File: src/rtl/vmem_sequencer.sv
// rtl/vmem_sequencer.sv - M-type vector load/store sequencer between scratchpad and vector register file
module vmem_sequencer #(
    parameter int          ADDR_W     = 16,
    parameter int          DATA_W     = 128,
    parameter int          NUM_BEATS  = 16,
    parameter int          ROW_STRIDE = 1,
    parameter int          COL_STRIDE = 16,
    parameter int          SWZ_W      = 4,
    parameter int          MAX_OUT    = 4,
    parameter logic [6:0]  OP_VLOAD   = 7'b0000111,
    parameter logic [6:0]  OP_VSTORE  = 7'b0100111,
    localparam int         BEAT_W     = $clog2(NUM_BEATS)
) (
    input  logic                 CLK,
    input  logic                 nRST,
    input  logic                 instr_valid,
    output logic                 instr_ready,
    input  logic [31:0]          instr,
    input  logic [ADDR_W-1:0]    base_addr,
    input  logic [NUM_BEATS-1:0] vmask,
    output logic                 sp_req,
    output logic                 sp_sel,
    output logic                 sp_we,
    output logic [ADDR_W-1:0]    sp_addr,
    output logic [DATA_W-1:0]    sp_wdata,
    input  logic                 sp_gnt,
    input  logic                 sp_rvalid,
    input  logic [DATA_W-1:0]    sp_rdata,
    output logic                 vrf_re,
    output logic                 vrf_we,
    output logic [7:0]           vrf_vd,
    output logic [BEAT_W-1:0]    vrf_beat,
    output logic [DATA_W-1:0]    vrf_wdata,
    input  logic [DATA_W-1:0]    vrf_rdata,
    output logic                 busy,
    output logic                 done,
    output logic                 err
);

    localparam int PTR_W = (MAX_OUT > 1) ? $clog2(MAX_OUT) : 1;
    localparam int CNT_W = $clog2(MAX_OUT + 1);
    localparam logic [ADDR_W-1:0] ROW_S    = ADDR_W'(ROW_STRIDE);
    localparam logic [ADDR_W-1:0] COL_S    = ADDR_W'(COL_STRIDE);
    localparam logic [ADDR_W-1:0] SWZ_MASK = ADDR_W'((1 << SWZ_W) - 1);
    localparam logic [CNT_W-1:0]  OUT_MAX  = CNT_W'(MAX_OUT);

    typedef enum logic [2:0] {
        S_IDLE, S_LD, S_ST_RD, S_ST_WR, S_DONE, S_ERR
    } state_e;

    state_e               state_q, state_d;
    logic [NUM_BEATS-1:0] rem_q, rem_d;
    logic [CNT_W-1:0]     out_q, out_d;
    logic [PTR_W-1:0]     wr_ptr_q, rd_ptr_q;
    logic [BEAT_W-1:0]    tag_q [MAX_OUT];
    logic [ADDR_W-1:0]    base_q;
    logic [7:0]           vd_q;
    logic                 sel_q, swz_q, trans_q;
    logic [DATA_W-1:0]    wdata_q;
    logic                 wr_first_q;

    logic                 accept, push, pop;
    logic [BEAT_W-1:0]    cur_beat;
    logic [NUM_BEATS-1:0] rem_clr;
    logic [ADDR_W-1:0]    beat_ext, stride, addr_lin, cur_addr;
    logic                 unused_ok;

    // dtype and reserved bits carry no meaning for this block
    assign unused_ok = &{1'b0, instr[29:28], instr[2:0]};

    assign accept = instr_valid && (state_q == S_IDLE);
    assign busy   = (state_q != S_IDLE);

    // Next beat to handle is the lowest still-pending enabled beat; skipped beats cost no cycles
    always_comb begin
        cur_beat = '0;
        for (int i = NUM_BEATS - 1; i >= 0; i--) begin
            if (rem_q[i]) cur_beat = BEAT_W'(i);
        end
        rem_clr  = rem_q & ~(NUM_BEATS'(1) << cur_beat);
        beat_ext = ADDR_W'(cur_beat);
        stride   = trans_q ? COL_S : ROW_S;
        addr_lin = base_q + beat_ext * stride;
        cur_addr = swz_q ? (addr_lin ^ (beat_ext & SWZ_MASK)) : addr_lin;
    end

    // Next-state and output decode
    always_comb begin
        state_d     = state_q;
        rem_d       = rem_q;
        instr_ready = 1'b0;
        sp_req      = 1'b0;
        sp_sel      = 1'b0;
        sp_we       = 1'b0;
        sp_addr     = '0;
        sp_wdata    = '0;
        vrf_re      = 1'b0;
        vrf_we      = 1'b0;
        vrf_vd      = '0;
        vrf_beat    = '0;
        vrf_wdata   = '0;
        done        = 1'b0;
        err         = 1'b0;
        push        = 1'b0;
        pop         = 1'b0;
        case (state_q)
            S_IDLE: begin
                instr_ready = 1'b1;
                if (instr_valid) begin
                    rem_d = instr[19] ? vmask : '1;
                    if (instr[9:3] == OP_VLOAD)       state_d = S_LD;
                    else if (instr[9:3] == OP_VSTORE) state_d = S_ST_RD;
                    else                              state_d = S_ERR;
                end
            end
            S_LD: begin
                sp_req  = (rem_q != '0) && (out_q < OUT_MAX);
                sp_sel  = sp_req & sel_q;
                sp_addr = sp_req ? cur_addr : '0;
                push    = sp_req && sp_gnt;
                pop     = sp_rvalid && (out_q != '0);
                if (push) rem_d = rem_clr;
                if (pop) begin
                    vrf_we    = 1'b1;
                    vrf_vd    = vd_q;
                    vrf_beat  = tag_q[rd_ptr_q];
                    vrf_wdata = sp_rdata;
                end
                if ((rem_d == '0) && (out_d == '0)) state_d = S_DONE;
            end
            S_ST_RD: begin
                if (rem_q == '0) begin
                    state_d = S_DONE;
                end else begin
                    vrf_re   = 1'b1;
                    vrf_vd   = vd_q;
                    vrf_beat = cur_beat;
                    state_d  = S_ST_WR;
                end
            end
            S_ST_WR: begin
                sp_req   = 1'b1;
                sp_we    = 1'b1;
                sp_sel   = sel_q;
                sp_addr  = cur_addr;
                sp_wdata = wr_first_q ? vrf_rdata : wdata_q;
                if (sp_gnt) begin
                    rem_d   = rem_clr;
                    state_d = (rem_clr == '0) ? S_DONE : S_ST_RD;
                end
            end
            S_DONE: begin
                done    = 1'b1;
                state_d = S_IDLE;
            end
            S_ERR: begin
                err     = 1'b1;
                state_d = S_IDLE;
            end
            default: state_d = S_IDLE;
        endcase
    end

    // Outstanding count: a grant and a response in the same cycle cancel out
    always_comb begin
        out_d = out_q + CNT_W'(push) - CNT_W'(pop);
    end

    // Control state, beat bookkeeping and store-data capture
    always_ff @(posedge CLK or negedge nRST) begin
        if (!nRST) begin
            state_q    <= S_IDLE;
            rem_q      <= '0;
            out_q      <= '0;
            wr_ptr_q   <= '0;
            rd_ptr_q   <= '0;
            wr_first_q <= 1'b0;
            wdata_q    <= '0;
        end else begin
            state_q    <= state_d;
            rem_q      <= rem_d;
            out_q      <= out_d;
            if (push) wr_ptr_q <= wr_ptr_q + PTR_W'(1);
            if (pop)  rd_ptr_q <= rd_ptr_q + PTR_W'(1);
            wr_first_q <= (state_q == S_ST_RD) && (state_d == S_ST_WR);
            if (wr_first_q) wdata_q <= vrf_rdata;
        end
    end

    // Instruction fields captured at accept
    always_ff @(posedge CLK or negedge nRST) begin
        if (!nRST) begin
            base_q  <= '0;
            vd_q    <= '0;
            sel_q   <= 1'b0;
            swz_q   <= 1'b0;
            trans_q <= 1'b0;
        end else if (accept) begin
            base_q  <= base_addr;
            vd_q    <= instr[27:20];
            sel_q   <= instr[10];
            swz_q   <= instr[31];
            trans_q <= instr[30];
        end
    end

    // Tag FIFO: beat index of each granted load, popped in order by responses
    always_ff @(posedge CLK or negedge nRST) begin
        if (!nRST) begin
            for (int i = 0; i < MAX_OUT; i++) tag_q[i] <= '0;
        end else if (push) begin
            tag_q[wr_ptr_q] <= cur_beat;
        end
    end

endmodule

File: config.mk
export PLATFORM = sky130hd
export DESIGN_NAME = vmem_sequencer
export DESIGN_NICKNAME = d
export VERILOG_FILES = /design/src/rtl/vmem_sequencer.sv
export SDC_FILE = /design/constraint.sdc
export NUM_CORES = 1
export LEC_CHECK = 0
export BUFFER_PORTS_ARGS = -buffer_cell sky130_fd_sc_hd__buf_4
export CAP_MARGIN = 20
export CORE_AREA = 2 2 244 246
export CTS_CLUSTER_DIAMETER = 40
export CTS_CLUSTER_SIZE = 30
export DETAILED_ROUTE_END_ITERATION = 6
export DIE_AREA = 0 0 246 248
export HOLD_SLACK_MARGIN = 0.08
export PLACE_DENSITY_LB_ADDON = 0.2
export SLEW_MARGIN = 10
export SYNTH_ARGS = -nofsm -noshare
export SYNTH_HDL_FRONTEND = slang
export SYNTH_SLANG_ARGS = --single-unit
File: constraint.sdc
create_clock -name CLK -period 7.3 [get_ports CLK]
set_input_delay 1.095 -clock CLK [delete_from_list [all_inputs] [get_ports CLK]]
set_output_delay 1.095 -clock CLK [all_outputs]
set_load 0.02 [all_outputs]
==> results by group, run 1 <==
Clock network
  • Worst-skew pair later-pin latency: 0.50 ns
  • Clk buf depth: 2
  • Hold-fix buffers at CTS: 0
  • Clk sink count: 198
  • Clock-pin slew on the worst setup and hold paths: 0.07 ns
  • CTS root buffer: clkbuf_16
  • Post-CTS Resized: 0
  • CTS buffer count: 17
  • Clock tree from TritonCTS: built
  • H-Tree Depth: 4
  • Setup bufs post-CTS: 0

Synth
  • Post-synth ARST share: 100%
  • Mean Syn Cell Area: 10.1 µm²
  • Largest area contributor in the netlist: dfrtp_1
  • Area contributors post-synth: dfrtp_1 (45%), and2_1 (15%), mux2_2 (14%), nand2_1 (3.5%), ha_1 (2.5%)
  • Most frequent cell after synthesis: and2_1
  • Number of synthesized flops with an enable pin: 0
  • Yosys reg bits: 198
  • Syn_nets: 1437
  • Sequential area share after synthesis: 45.1%
  • Synth top area share: 45.1%
  • Syn. warnings: 0
  • Post-synth top cells: and2_1 (269), dfrtp_1 (198), mux2_2 (140), nand2_1 (103), clkbuf_1 (64)
  • Synth cell types: 63
  • Primary FF master, synth: dfrtp_1
  • Mapped cell area: 0.0110 mm²
  • Post-Syn Instances: 1088

STA
  • Period Utilization, post-route: 82.7%
  • Worst Tran Pin Value: 0.964 ns
  • Finish-stage setup viols: 0
  • RSZ-0062 raised after global routing: false
  • Max frequency: 166 MHz
  • Max_slew headroom: 35.0%
  • Setup TNS: 0 ns
  • Worst hold slack: 0.474 ns
  • Final Max Slew Viols: 0
  • Final hold vios: 0
  • Final period demand of the worst path: 6.04 ns
  • Final WS setup: 1.26 ns
  • Clock skew: 0.0117 ns

Worst hold path
  • WHS Path Cells: 2
  • Hold Crit Class: register to register

Power
  • Design Power: 6.05 mW
  • Cell Int Power: 3.50 mW
  • Sequential share of power: 32.4%
  • Sw Share: 42.2%
  • Power density cells: 358 mW/mm²
  • Clock power share: 16.3%
  • Lkg Pwr: 8.29 nW
  • VDD IR max: 0.230 mV
  • Net Switching: 2.55 mW
  • Comb pwr share: 51.3%

Worst setup path
  • Crit Path Max Fanout: 9
  • WP depth: 13
  • CP peak stage delay: 0.71 ns
  • Crit path max-delay family: compound AO/OA/AOI/OAI gates
  • Worst path slowest cell: nor4_1
  • Crit path buffers/inverters: 1
  • Crit path launch type: register
  • Critical path type: register to primary output
  • CP cell instances: nor4_1 -> nand2_1 -> a21oi_1 -> nor2b_1 -> ha_1 -> ha_1 -> a21oi_1 -> o21bai_1 -> a2111o_1 -> a31oi_1 -> o21ai_0 -> a21oi_1 -> buf_4
  • CP dominant cell by count: a21oi_1
  • Critical path data arrival time: 4.94 ns
  • Crit path required time: 6.20 ns
  • R2R cell count: 17
  • Setup crit end kind: primary output

Layout
  • Design area: 0.0169 mm²
  • Syn-to-layout area delta: 53.9%
  • End-of-flow core utilization: 28.9%
  • Fraction of layout cells with a size suffix above 1: 48.5%
  • Non-filler cells, final: 2435
  • Fill cell count: 6222
  • Layout Nets: 1997

GRT
  • Met2 usage: 20.7%
  • Met3 usage: 4.86%
  • Remaining global-route overflow: 0
  • Met1 Use GR: 20.2%
  • Initial antenna violation count: 6
  • Largest net degree at the start of global routing: 138
  • All-Layer GR Usage: 14.3%
  • Most used routing layer: met2
  • First-pass GRT wire length: 64500 µm
  • Vias in the first global route: 9847

Place
  • Routability cong.: 0.807
  • Placed insts: 2401
  • Worst Setup Slack post-DPL: 1.78 ns
  • Detailed placement HPWL: 35500 µm
  • I/O Buffers: 604
  • Placed inst area: 0.0163 mm²

Route
  • Routed WL: 46000 µm
  • DRT Pass-1 Iters: 5
  • Drt wl/cell: 18.9 µm
  • DRT iter0 DRCs: 443
  • DRC violations left: 0
  • Via total after detailed routing: 10.1k
  • Final ANT Viol Nets: 0
  • Vias/cell: 4.14

Job
  • Max-cap violations: 0

Floorplan
  • Die Area: 0.0610 mm²
  • Core Area: 0.0585 mm²
  • Site Rows: 89
  • Starting Density: 18.8%
  • Die X-Extent: 246 µm
  • Die Ht: 248 µm
  • IO Pins: 618

Outcome
  • Status: finished, final reports clean
[area by class of cell]
| class | instances | area, µm² | share of cell area, % |
|---|---|---|---|
| flip-flops and latches | 198 | 4960 | 29.3 |
| well taps | 773 | 967 | 5.72 |
| repair buffers | 611 | 4630 | 27.4 |
| multi-input cells | 798 | 5680 | 33.6 |
| clock inverters | 11 | 110 | 0.651 |
| inverters | 22 | 82.6 | 0.488 |
| clock buffers | 21 | 480 | 2.84 |
| diodes | 1 | 2.50 | 0.0148 |
[cells by family (layout without fill, tap and decap cells)]
| family | after synthesis | in the layout | share of synthesized area [%] |
|---|---|---|---|
| AOI/OAI and AO/OA | 129 | 129 | 7.70 |
| xor gates and xnor gates | 16 | 16 | 1.28 |
| adders and majority gates | 24 | 24 | 2.87 |
| buffers and inverters | 92 | 665 | 3.31 |
| DFF | 198 | 198 | 45.1 |
| muxes | 144 | 144 | 15.2 |
| other | 0 | 1 | 0 |
| and+or+nand+nor | 485 | 485 | 24.6 |
[power groups by stage]
stage | logic (mW) | registers [mW] | clock network [mW]
after floorplan | 2.08 | 1.80 | 0
after global placement | 3.07 | 1.96 | 0
after detailed placement | 3.11 | 1.98 | 0
after CTS | 3.12 | 1.96 | 1.04
after global routing | 3.40 | 2.03 | 1.07
final | 3.10 | 1.96 | 0.984
[metal layers]
| layer | wire (µm) | vias up | part of all wire (%) |
|---|---|---|---|
| met1 | 21000 | 4878 | 46 |
| met5 | 25 | - | 0.054 |
| li1 | - | 4783 | - |
| met2 | 20400 | 360 | 44 |
| met4 | 654 | 4 | 1.4 |
| met3 | 3900 | 53 | 8.5 |
[final timing paths]
| kind | endpoint | start | slack [ns] |
|---|---|---|---|
| max | sp_addr[14] | rem_q[3] | 1.26 |
| min reg2reg | vd_q[4] | vd_q[4] | 0.47 |
| max in group asynchronous | wdata_q[25] | nRST | 5.61 |
| min in group asynchronous | tag_q[6] | nRST | 0.60 |
| max reg2reg | state_q[0] | rem_q[3] | 2.51 |
| min | vd_q[4] | vd_q[4] | 0.47 |
[worst reg2reg max path: stages, from the launching register on]
cell	delay, ns
dfrtp_1	0.48
nor4_1	0.71
nand4_1	0.42
nand2b_1	0.22
nor2_1	0.15
inv_1	0.08
ha_1	0.22
inv_1	0.05
ha_1	0.13
inv_1	0.05
fa_1	0.39
xnor2_1	0.14
xnor2_1	0.14
or4b_2	0.62
a211o_1	0.24
a21o_1	0.18
nor4_2	0.28
o221ai_1	0.15
[layout by cell type, fill, tap and decap left out, drive strengths merged, types with 3 or more instances in the layout]
cell type and count:
buf 610, nand2 103, clkbuf 22, mux2 140, mux4 4, and2 269
nand3 3, a22o 5, xnor2 6, clkinv 6, or3 5, nor2 40
and3 9, nor4 10, o21bai 3, ha 22, nor2b 13, nor3 13
a31oi 9, o311ai 3, nand4 5, inv 26, dfrtp 198, o21ai 46
a21o 6, xor2 10, a41oi 4, a21oi 21, or4 4, o31a 3
o31ai 3, nand2b 6, o22ai 5, o211ai 3
[flip-flops by register name, indices dropped and copies added (netlist names)]
register / cells
wdata_q: 128
base_q: 16
rem_q: 16
tag_q: 16
vd_q: 8
out_q: 3
state_q: 3
rd_ptr_q: 2
wr_ptr_q: 2
sel_q: 1
swz_q: 1
trans_q: 1
wr_first_q: 1
(Power assumes the default switching activity.)
==> run 2: changes to the inputs <==
--- a/config.mk
+++ b/config.mk
@@ -7,11 +7,11 @@
 export LEC_CHECK = 0
 export BUFFER_PORTS_ARGS = -buffer_cell sky130_fd_sc_hd__buf_4
 export CAP_MARGIN = 20
-export CORE_AREA = 2 2 244 246
+export CORE_AREA = 2 2 240 242
 export CTS_CLUSTER_DIAMETER = 40
 export CTS_CLUSTER_SIZE = 30
 export DETAILED_ROUTE_END_ITERATION = 6
-export DIE_AREA = 0 0 246 248
+export DIE_AREA = 0 0 242 244
 export HOLD_SLACK_MARGIN = 0.08
 export PLACE_DENSITY_LB_ADDON = 0.2
 export SLEW_MARGIN = 10
==> constraint.sdc (replaced) <==
create_clock -name CLK -period 5.97 [get_ports CLK]
set_input_delay 0.8955 -clock CLK [delete_from_list [all_inputs] [get_ports CLK]]
set_output_delay 0.8955 -clock CLK [all_outputs]
set_load 0.02 [all_outputs]
==> run 2 against run 1 <==
Core utilization grew 1.3 points; via count shrank 0.23%; die area shrank 3.2%.
==> results by group, run 2 (same netlist as run 1, synthesis figures left out) <==
Outcome
  • Status: finished, final reports clean

Route
  • Vias/cell: 4.14
  • Routed WL: 45600 µm
  • Drt wl/cell: 18.8 µm
  • DRT iter0 DRCs: 502
  • Via total after detailed routing: 10.1k
  • DRC violations left: 0
  • DRT Pass-1 Iters: 5
  • Final ANT Viol Nets: 0

Power
  • VDD IR max: 0.251 mV
  • Power density cells: 438 mW/mm²
  • Design Power: 7.43 mW
  • Lkg Pwr: 8.33 nW

Clock network
  • Clk buf depth: 2
  • Clock-pin slew on the worst setup and hold paths: 0.08 ns
  • Hold-fix buffers at CTS: 0
  • H-Tree Depth: 4
  • CTS root buffer: clkbuf_16
  • Setup bufs post-CTS: 0
  • Worst-skew pair later-pin latency: 0.50 ns
  • Clock tree from TritonCTS: built
  • Clk sink count: 198
  • Post-CTS Resized: 0
  • CTS buffer count: 17

Layout
  • End-of-flow core utilization: 30.2%
  • Layout Nets: 2003
  • Reg with most FFs: wdata_q
  • Largest register FFs: 128
  • Non-filler cells, final: 2428
  • Syn-to-layout area delta: 54.3%
  • Commonest non-fill, non-tap cell in the layout: buf_4
  • Fraction of layout cells with a size suffix above 1: 48.5%
  • Most frequent cells in the layout: buf_4 (613), and2_1 (269), dfrtp_1 (197)

Place
  • Routability cong.: 0.907
  • I/O Buffers: 604
  • Detailed placement HPWL: 35400 µm
  • Placed insts: 2391
  • Worst Setup Slack post-DPL: 1.02 ns

STA
  • Max frequency: 181 MHz
  • Clock skew: 0.0138 ns
  • Final period demand of the worst path: 5.53 ns
  • RSZ-0062 raised after global routing: false
  • Final WS setup: 0.444 ns
  • Setup TNS: 0 ns
  • Final hold vios: 0
  • Period Utilization, post-route: 92.6%
  • Worst Tran Pin Value: 1.05 ns
  • Final Max Slew Viols: 0
  • Finish-stage setup viols: 0
  • Max_slew headroom: 29.7%

Floorplan
  • Die Area: 0.0590 mm²
  • IO Pins: 618
  • Die Ht: 244 µm
  • Site Rows: 87
  • Starting Density: 19.6%
  • Core Area: 0.0562 mm²
  • Die X-Extent: 242 µm

GRT
  • Remaining global-route overflow: 0
  • All-Layer GR Usage: 15.1%
  • Largest net degree at the start of global routing: 137
  • Vias in the first global route: 10.2k
  • First-pass GRT wire length: 67500 µm
  • Initial antenna violation count: 6

Worst setup path
  • Critical path data arrival time: 4.63 ns
  • Crit path required time: 5.07 ns
  • Critical path type: register to primary output
  • Setup crit end kind: primary output
  • Worst path slowest cell: or4_1
  • Crit path launch type: register
  • Crit Path Max Fanout: 9
  • R2r endpoint: state_q[0]
  • R2R cell count: 17
  • R2r startpoint: rem_q[12]
  • CP peak stage delay: 0.58 ns
  • Reg2reg setup slack: 1.17 ns
  • CP cell instances: or4_1 -> nor3_1 -> a21oi_1 -> nor2_1 -> ha_1 -> ha_1 -> fa_1 -> a21o_1 -> a21oi_1 -> o21bai_1 -> a2111o_1 -> nand4_1 -> xor2_1 -> nor2_1 -> buf_4

Worst hold path
  • Hold Crit Class: input pin to async pin

Job
  • Max-cap violations: 0
run 2: cell count changes in the layout (fill, tap and decap cells not counted), moves of 2 or more:
cell,change
buf_12,+2
buf_4,+5
clkbuf_8,-3
clkinv_4,-5
diode_2,+4
inv_6,+5
run 2: critical path, delay by kind of cell (launching register included):
family / cells / cell delay [ns]
AO/OA/AOI/OAI: 5 / 1.19
XOR/XNOR: 1 / 0.16
adder cells (fa/ha/maj): 3 / 0.94
buffers and inverters: 1 / 0.19
flip-flops: 1 / 0.49
AND/OR/NAND/NOR: 5 / 1.16
run 2: stage by stage:
stage	instance area (µm²)	hold WS [ns]
4_1_cts	16900	0.436
5_1_grt	16900	0.467
6_report	17000	0.416
2_1_floorplan	11000	0.437
3_3_place_gp	16300	0.453
3_5_place_dp	16300	0.455
run 2: worst max path at each step:
| stage | from | endpoint | slack, ns | depth (start not counted) |
|---|---|---|---|---|
| 3_5_place_dp | rem_q[12] | sp_addr[14] | 1.02 | 13 |
| 5_1_grt | rem_q[12] | sp_addr[12] | 0.05 | 13 |
| 2_1_floorplan | rem_q[4] | sp_addr[9] | 1.0 | 15 |
| 6_report | rem_q[5] | sp_addr[15] | 0.44 | 15 |
| 4_1_cts | rem_q[12] | sp_addr[14] | 0.43 | 13 |
| 3_3_place_gp | rem_q[12] | sp_addr[14] | 1.02 | 13 |
run 2: layout make-up:
cell class	count	area, µm²
multi-input combinational	798	5680
clock inverter	13	154
antenna	5	12.5
clock buffer	19	443
tap	756	946
fill	6046	39200
inverter	22	82.6
timing repair buffer	617	4680
sequential	198	4960
run 2: per-layer routing:
metal,share of wire [%],GRT usage [%]
met3,6.9,5.04
met4,2.0,5.05
met2,45,23.0
met1,46,20.2
met5,0.072,0
run 2: power breakdown:
group          internal, mW  switching (mW)
sequential             1.98           0.399
combinational          1.72            2.10
clock                 0.609           0.621
total                  4.31            3.12
